--- config.mk ---
export PLATFORM = sky130hd
export DESIGN_NAME = cdb_arbiter_flat
export DESIGN_NICKNAME = d
export VERILOG_FILES = /design/src/rtl/cdb_arbiter_if.sv /design/src/rtl/cdb_arbiter.sv /design/src/flat_wrapper.sv
export SDC_FILE = /design/constraint.sdc
export NUM_CORES = 1
export LEC_CHECK = 0
export BUFFER_PORTS_ARGS = -buffer_cell sky130_fd_sc_hd__buf_2
export CAP_MARGIN = 15
export CORE_ASPECT_RATIO = 1.4
export CORE_MARGIN = 2
export CORE_UTILIZATION = 49
export CTS_BUF_LIST = sky130_fd_sc_hd__clkbuf_4 sky130_fd_sc_hd__clkbuf_8 sky130_fd_sc_hd__clkbuf_16
export DETAILED_ROUTE_END_ITERATION = 6
export PLACE_DENSITY = 0.76
export SYNTH_ARGS = -nofsm -noshare
export SYNTH_HDL_FRONTEND = slang
export SYNTH_SLANG_ARGS = --single-unit
--- constraint.sdc ---
create_clock -name clk -period 3.8 [get_ports clk]
set_input_delay 0.19 -clock clk [delete_from_list [all_inputs] [get_ports clk]]
set_output_delay 0.19 -clock clk [all_outputs]
set_load 0.05 [all_outputs]
--- src/rtl/cdb_arbiter_if.sv ---
// Result-source and common-data-bus signals between the reservation stations and cdb_arbiter.
// master = the source/consumer side, slave = the arbiter.
interface cdb_arbiter_if ();
  logic [3:0]   in_req;
  logic [19:0]  in_tag;
  logic [127:0] in_val;
  logic [15:0]  in_icc;
  logic [3:0]   in_icc_we;
  logic [31:0]  in_Y_val;

  logic [3:0]   out_ack;
  logic         out_CDB_broadcast;
  logic [4:0]   out_CDB_tag;
  logic [31:0]  out_CDB_val;
  logic [3:0]   out_ICC_flags;
  logic         out_ICC_we;
  logic [31:0]  out_Y_val;
  logic         out_Y_we;

  modport master (
    output in_req, in_tag, in_val, in_icc, in_icc_we, in_Y_val,
    input  out_ack, out_CDB_broadcast, out_CDB_tag, out_CDB_val,
    input  out_ICC_flags, out_ICC_we, out_Y_val, out_Y_we
  );

  modport slave (
    input  in_req, in_tag, in_val, in_icc, in_icc_we, in_Y_val,
    output out_ack, out_CDB_broadcast, out_CDB_tag, out_CDB_val,
    output out_ICC_flags, out_ICC_we, out_Y_val, out_Y_we
  );
endinterface

--- src/rtl/cdb_arbiter.sv ---
// Common data bus arbiter: one holding slot per result source, round-robin grant of one
// full slot per cycle onto the CDB, with registered ack and broadcast outputs.
module cdb_arbiter #(
  parameter logic [4:0]  INVALID_TAG = 5'b11111,
  parameter int unsigned NUM_SRC     = 4
) (
  input logic          clk,
  input logic          rst_n,
  cdb_arbiter_if.slave bus
);

  logic [NUM_SRC-1:0] full_q;
  logic [4:0]         tag_q    [NUM_SRC];
  logic [31:0]        val_q    [NUM_SRC];
  logic [3:0]         icc_q    [NUM_SRC];
  logic [NUM_SRC-1:0] icc_we_q;
  logic [31:0]        y_q;
  logic [1:0]         rr_q;
  logic [NUM_SRC-1:0] ack_q;

  logic        bcast_q;
  logic [4:0]  cdb_tag_q;
  logic [31:0] cdb_val_q;
  logic [3:0]  icc_flags_q;
  logic        icc_we_out_q;
  logic [31:0] y_val_q;
  logic        y_we_q;

  logic [NUM_SRC-1:0] gnt;
  logic [NUM_SRC-1:0] cap;
  logic               gnt_vld;
  logic [1:0]         gnt_idx;
  logic [1:0]         idx;

  // First full slot at rr, rr+1, ... (2-bit index wraps mod 4).
  always_comb begin
    gnt     = '0;
    gnt_vld = 1'b0;
    gnt_idx = 2'd0;
    idx     = 2'd0;
    for (int k = 0; k < NUM_SRC; k++) begin
      idx = rr_q + 2'(k);
      if (!gnt_vld && full_q[idx]) begin
        gnt_vld  = 1'b1;
        gnt_idx  = idx;
        gnt[idx] = 1'b1;
      end
    end
  end

  // A request seen during its own ack cycle is the already-captured one, not a new result.
  always_comb begin
    cap = '0;
    for (int i = 0; i < NUM_SRC; i++) begin
      cap[i] = bus.in_req[i] && !ack_q[i] && (!full_q[i] || gnt[i]);
    end
  end

  always_ff @(posedge clk) begin
    if (!rst_n) begin
      full_q       <= '0;
      icc_we_q     <= '0;
      y_q          <= '0;
      rr_q         <= 2'd0;
      ack_q        <= '0;
      bcast_q      <= 1'b0;
      cdb_tag_q    <= INVALID_TAG;
      cdb_val_q    <= '0;
      icc_flags_q  <= '0;
      icc_we_out_q <= 1'b0;
      y_val_q      <= '0;
      y_we_q       <= 1'b0;
      for (int i = 0; i < NUM_SRC; i++) begin
        tag_q[i] <= INVALID_TAG;
        val_q[i] <= '0;
        icc_q[i] <= '0;
      end
    end else begin
      ack_q <= cap;
      for (int i = 0; i < NUM_SRC; i++) begin
        if (cap[i]) begin
          // An invalid tag is acked but never occupies the slot.
          full_q[i]   <= (bus.in_tag[5*i +: 5] != INVALID_TAG);
          tag_q[i]    <= bus.in_tag[5*i +: 5];
          val_q[i]    <= bus.in_val[32*i +: 32];
          icc_q[i]    <= bus.in_icc[4*i +: 4];
          icc_we_q[i] <= bus.in_icc_we[i];
        end else if (gnt[i]) begin
          full_q[i] <= 1'b0;
        end
      end
      if (cap[1]) begin
        y_q <= bus.in_Y_val;
      end

      bcast_q      <= gnt_vld;
      icc_we_out_q <= gnt_vld && icc_we_q[gnt_idx];
      y_we_q       <= gnt_vld && (gnt_idx == 2'd1);
      if (gnt_vld) begin
        rr_q        <= gnt_idx + 2'd1;
        cdb_tag_q   <= tag_q[gnt_idx];
        cdb_val_q   <= val_q[gnt_idx];
        icc_flags_q <= icc_q[gnt_idx];
        if (gnt_idx == 2'd1) begin
          y_val_q <= y_q;
        end
      end
    end
  end

  assign bus.out_ack           = ack_q;
  assign bus.out_CDB_broadcast = bcast_q;
  assign bus.out_CDB_tag       = cdb_tag_q;
  assign bus.out_CDB_val       = cdb_val_q;
  assign bus.out_ICC_flags     = icc_flags_q;
  assign bus.out_ICC_we        = icc_we_out_q;
  assign bus.out_Y_val         = y_val_q;
  assign bus.out_Y_we          = y_we_q;

endmodule

--- src/flat_wrapper.sv ---
// flat-port wrapper written by rule: the top's interface ports become plain ports
module cdb_arbiter_flat 
#(
  parameter logic [4:0]  INVALID_TAG = 5'b11111,
  parameter int unsigned NUM_SRC     = 4
)
  (clk, rst_n, bus_in_req, bus_in_tag, bus_in_val, bus_in_icc, bus_in_icc_we, bus_in_Y_val, bus_out_ack, bus_out_CDB_broadcast, bus_out_CDB_tag, bus_out_CDB_val, bus_out_ICC_flags, bus_out_ICC_we, bus_out_Y_val, bus_out_Y_we);
  cdb_arbiter_if bus_i ();
  input logic clk;
  input logic rst_n;
  input wire logic [$bits(bus_i.in_req)-1:0] bus_in_req;
  input wire logic [$bits(bus_i.in_tag)-1:0] bus_in_tag;
  input wire logic [$bits(bus_i.in_val)-1:0] bus_in_val;
  input wire logic [$bits(bus_i.in_icc)-1:0] bus_in_icc;
  input wire logic [$bits(bus_i.in_icc_we)-1:0] bus_in_icc_we;
  input wire logic [$bits(bus_i.in_Y_val)-1:0] bus_in_Y_val;
  output wire logic [$bits(bus_i.out_ack)-1:0] bus_out_ack;
  output wire logic [$bits(bus_i.out_CDB_broadcast)-1:0] bus_out_CDB_broadcast;
  output wire logic [$bits(bus_i.out_CDB_tag)-1:0] bus_out_CDB_tag;
  output wire logic [$bits(bus_i.out_CDB_val)-1:0] bus_out_CDB_val;
  output wire logic [$bits(bus_i.out_ICC_flags)-1:0] bus_out_ICC_flags;
  output wire logic [$bits(bus_i.out_ICC_we)-1:0] bus_out_ICC_we;
  output wire logic [$bits(bus_i.out_Y_val)-1:0] bus_out_Y_val;
  output wire logic [$bits(bus_i.out_Y_we)-1:0] bus_out_Y_we;
  assign bus_i.in_req = bus_in_req;
  assign bus_i.in_tag = bus_in_tag;
  assign bus_i.in_val = bus_in_val;
  assign bus_i.in_icc = bus_in_icc;
  assign bus_i.in_icc_we = bus_in_icc_we;
  assign bus_i.in_Y_val = bus_in_Y_val;
  assign bus_out_ack = bus_i.out_ack;
  assign bus_out_CDB_broadcast = bus_i.out_CDB_broadcast;
  assign bus_out_CDB_tag = bus_i.out_CDB_tag;
  assign bus_out_CDB_val = bus_i.out_CDB_val;
  assign bus_out_ICC_flags = bus_i.out_ICC_flags;
  assign bus_out_ICC_we = bus_i.out_ICC_we;
  assign bus_out_Y_val = bus_i.out_Y_val;
  assign bus_out_Y_we = bus_i.out_Y_we;
  cdb_arbiter #(.INVALID_TAG(INVALID_TAG), .NUM_SRC(NUM_SRC)) u_core (.clk(clk), .rst_n(rst_n), .bus(bus_i));
endmodule
==> metrics.md <==
| Metric | Value |
|---|---|
| Status | `complete, no violations` |
| Register area | `7370 sq um` |
| Utilization after layout | `67.7%` |
| Final nets | `1847` |
| Hold Vio Cnt, Final | `0` |
| Setup Buffers After CTS | `0` |
| Synth warnings | `0` |
| Drt drc | `0` |
| Area of the die | `27800 sq um` |
| CP Class | `flip-flop to flip-flop` |
| Port Buf Inserts | `285` |
| Netlist Area Pre-Place | `13000 sq um` |
| Final WL | `42.7 mm` |
| Seq/Total Area, Yosys | `56.7%` |
| FFs w/ async S/R, synth | `0%` |
| PnR worst setup slack | `0.473 ns` |
| Clock transition at path regs | `0.07 ns` |
| Mean post-synth cell area | `11.1 sq um` |
| Syn_nets | `1380` |
| CTS max path bufs | `3` |
| Hold WC Path Type | `input pin to flip-flop` |
| Worst vdd ir | `0.671 mV` |
| TritonRoute pass-1 iters | `5` |
| Fraction of layout cells with a size suffix above 1 | `26.0%` |
| Via/cell ratio | `5.76` |
| Max Slew Vio Count | `0` |
| Global Route Usage Sum | `29.8%` |
| Grt ovf | `0` |
| Clock Tree Root | `clkbuf_16` |
| Post-CTS sizing | `0` |
| Max-cap viol count | `0` |
| CTS tree | `done` |
| Pin count of the biggest net entering global routing | `65` |
| Num rows | `70` |
| Cells after synthesis | `1167` |
| Initial DRC count | `822` |
| Crit. End Element | `flip-flop` |
| Layout area overhead | `36.1%` |
| Die W | `142 um` |
| Final ANT Viol Nets | `0` |
| RePlAce Congestion | `0.933` |
| Final Cycle Share | `87.6%` |
| Number of flops mapped to enable cells by yosys | `164` |
| Clock period minus worst slack | `3.33 ns` |
| H-tree Lvls | `1` |
| Worst Setup Start Kind | `flip-flop` |
| Static leakage | `7.46 nW` |
| Routed wire per std cell | `21.6 um` |
| Fillers | `1817` |
| Die Ht | `197 um` |
| # setup viols final | `0` |
| Vias | `11400` |
| Least-Margin Pin Slew | `1.02 ns` |
| Slew Limit Headroom | `31.7%` |
| RSZ-0062 raised after global routing | `false` |
| CTS buffer count | `28` |
| Max FO, Critical Path | `31` |
| Initial antenna violation count | `1` |
| Post-Place Setup Slack | `0.324 ns` |
| # hold bufs at CTS | `199` |
| Required @ worst endpoint | `4.04 ns` |
| Area of the multi-input gates | `5180 sq um` |
| Fmax | `301 MHz` |
| Distinct cells, synth | `70` |
| Seq cells post-synth | `286` |
| Main flop type after synthesis | `edfxtp_1` |
| Dpl hpwl | `27.2 mm` |
| First-pass GRT wire length | `63.6 mm` |
| Critical path arrival | `3.57 ns` |
| Setup_tns | `0 ns` |
| CTS sink cnt | `286` |
| Initial core utilization | `49.8%` |
| CORE AREA | `26100 sq um` |
| Clk_lat worst skew | `0.55 ns` |
| Pwr/cell area | `698 nW/um^2` |
| Vias in the first global route | `11700` |
| Layout Skew | `0.0112 ns` |
| # IOs | `286` |
[power breakdown]
group / internal [mW] / switching [mW] / leakage, nW
Sequential: 3.89 / 0.333 / 2.71
Clock: 1.60 / 1.17 / 0.478
Combinational: 1.80 / 3.55 / 4.27
Total: 7.29 / 5.05 / 7.46
[cell families after synthesis]
kind of cell,synth area share (%)
compound gates,13.7
simple gates,18.7
buf+inv,3.62
mux,6.58
flops,56.7
fa+ha+maj,0.674
[synth_stat cells, types with 12 or more instances]
cell type    n  area, sq um
nor2_1      78          293
a211oi_1    15          113
nand3_1     19         95.1
edfxtp_1   164         4920
o22ai_1     17          106
o21ai_0     31          155
a21oi_1     51          255
mux2i_1     73          731
o21ai_1     17         85.1
nand2b_1    22          138
nand2_1    127          477
o211ai_1    13         97.6
or3_1       12         75.1
clkbuf_1    29          109
and3_1      25          156
and2_1     147          920
dfxtp_1    122         2440
buf_2       36          180
[registers in the layout, indices dropped and copies added, names as in the netlist]
signal                        cells
u_core.bus.out_ack                4
u_core.bus.out_Y_val             32
u_core.y_q                       32
u_core.bus.out_CDB_val           32
u_core.tag_q                     20
u_core.bus.out_ICC_we             1
u_core.rr_q                       2
u_core.bus.out_Y_we               1
u_core.bus.out_CDB_broadcast      1
u_core.icc_we_q                   4
u_core.full_q                     4
u_core.val_q                    128
u_core.icc_q                     16
u_core.bus.out_CDB_tag            5
u_core.bus.out_ICC_flags          4
[layout by cell type (no fill, tap or decap), types with 12 or more instances in the layout]
| master | count |
|---|---|
| a211oi_1 | 15 |
| a21oi_1 | 50 |
| and2_1 | 147 |
| and3_1 | 25 |
| buf_2 | 285 |
| buf_4 | 31 |
| clkbuf_16 | 29 |
| dfxtp_1 | 121 |
| dlygate4sd3_1 | 200 |
| edfxtp_1 | 164 |
| mux2i_1 | 73 |
| nand2_1 | 126 |
| nand2b_1 | 19 |
| nand3_1 | 19 |
| nor2_1 | 77 |
| o211ai_1 | 13 |
| o21ai_0 | 31 |
| o21ai_1 | 17 |
| o22ai_1 | 17 |
| or3_1 | 12 |
[cell type report]
cell class                      instances  area share, %
Multi-Input combinational cell        788           29.3
Sequential cell                       286           41.7
Tap cell                              324           2.29
Inverter                                9          0.198
Clock inverter                          6          0.234
Clock buffer                           46           5.04
Antenna cell                            1         0.0142
Timing Repair Buffer                  521           21.2
[final timing paths]
path | from | slack, ns | cells after the start | to
setup / recovery | u_core.rr_q[1] | 0.47 | 10 | u_core.icc_q[0][0]
hold / removal | bus_in_req[1] | 0.12 | 3 | u_core.bus.out_ack[1]
setup reg to reg | u_core.rr_q[1] | 0.47 | 10 | u_core.icc_q[0][0]
hold reg to reg | u_core.bus.out_Y_val[29] | 0.45 | 2 | u_core.bus.out_Y_val[29]
[per-stage QoR]
stage	power [mW]	cell area [sq um]	hold slack, ns	std cells
final	12.3	17700	0.125	1981
after global placement	9.18	14700	0.418	1727
after floorplan	7.89	13000	0.332	1167
after CTS	12.2	17700	0.00148	1978
after detailed placement	9.30	14700	0.426	1727
after global routing	12.8	17700	0.133	1981
[metal layers]
layer	track usage [%]	routed length [um]
met3	4.98	3230
met4	22.7	3580
met2	52.2	21400
met5	0	0
met1	31.9	14500
[critical path, cell delays in order, from the launching register on]
cell	delay [ns]
dfxtp_1	0.33
inv_1	0.09
ha_1	0.37
buf_4	0.20
nor3b_2	0.48
nand3_1	0.13
a21oi_1	0.26
o21ai_1	0.18
a21oi_1	0.27
nand2b_2	0.41
buf_12	0.27
(Power assumes the default switching activity.)
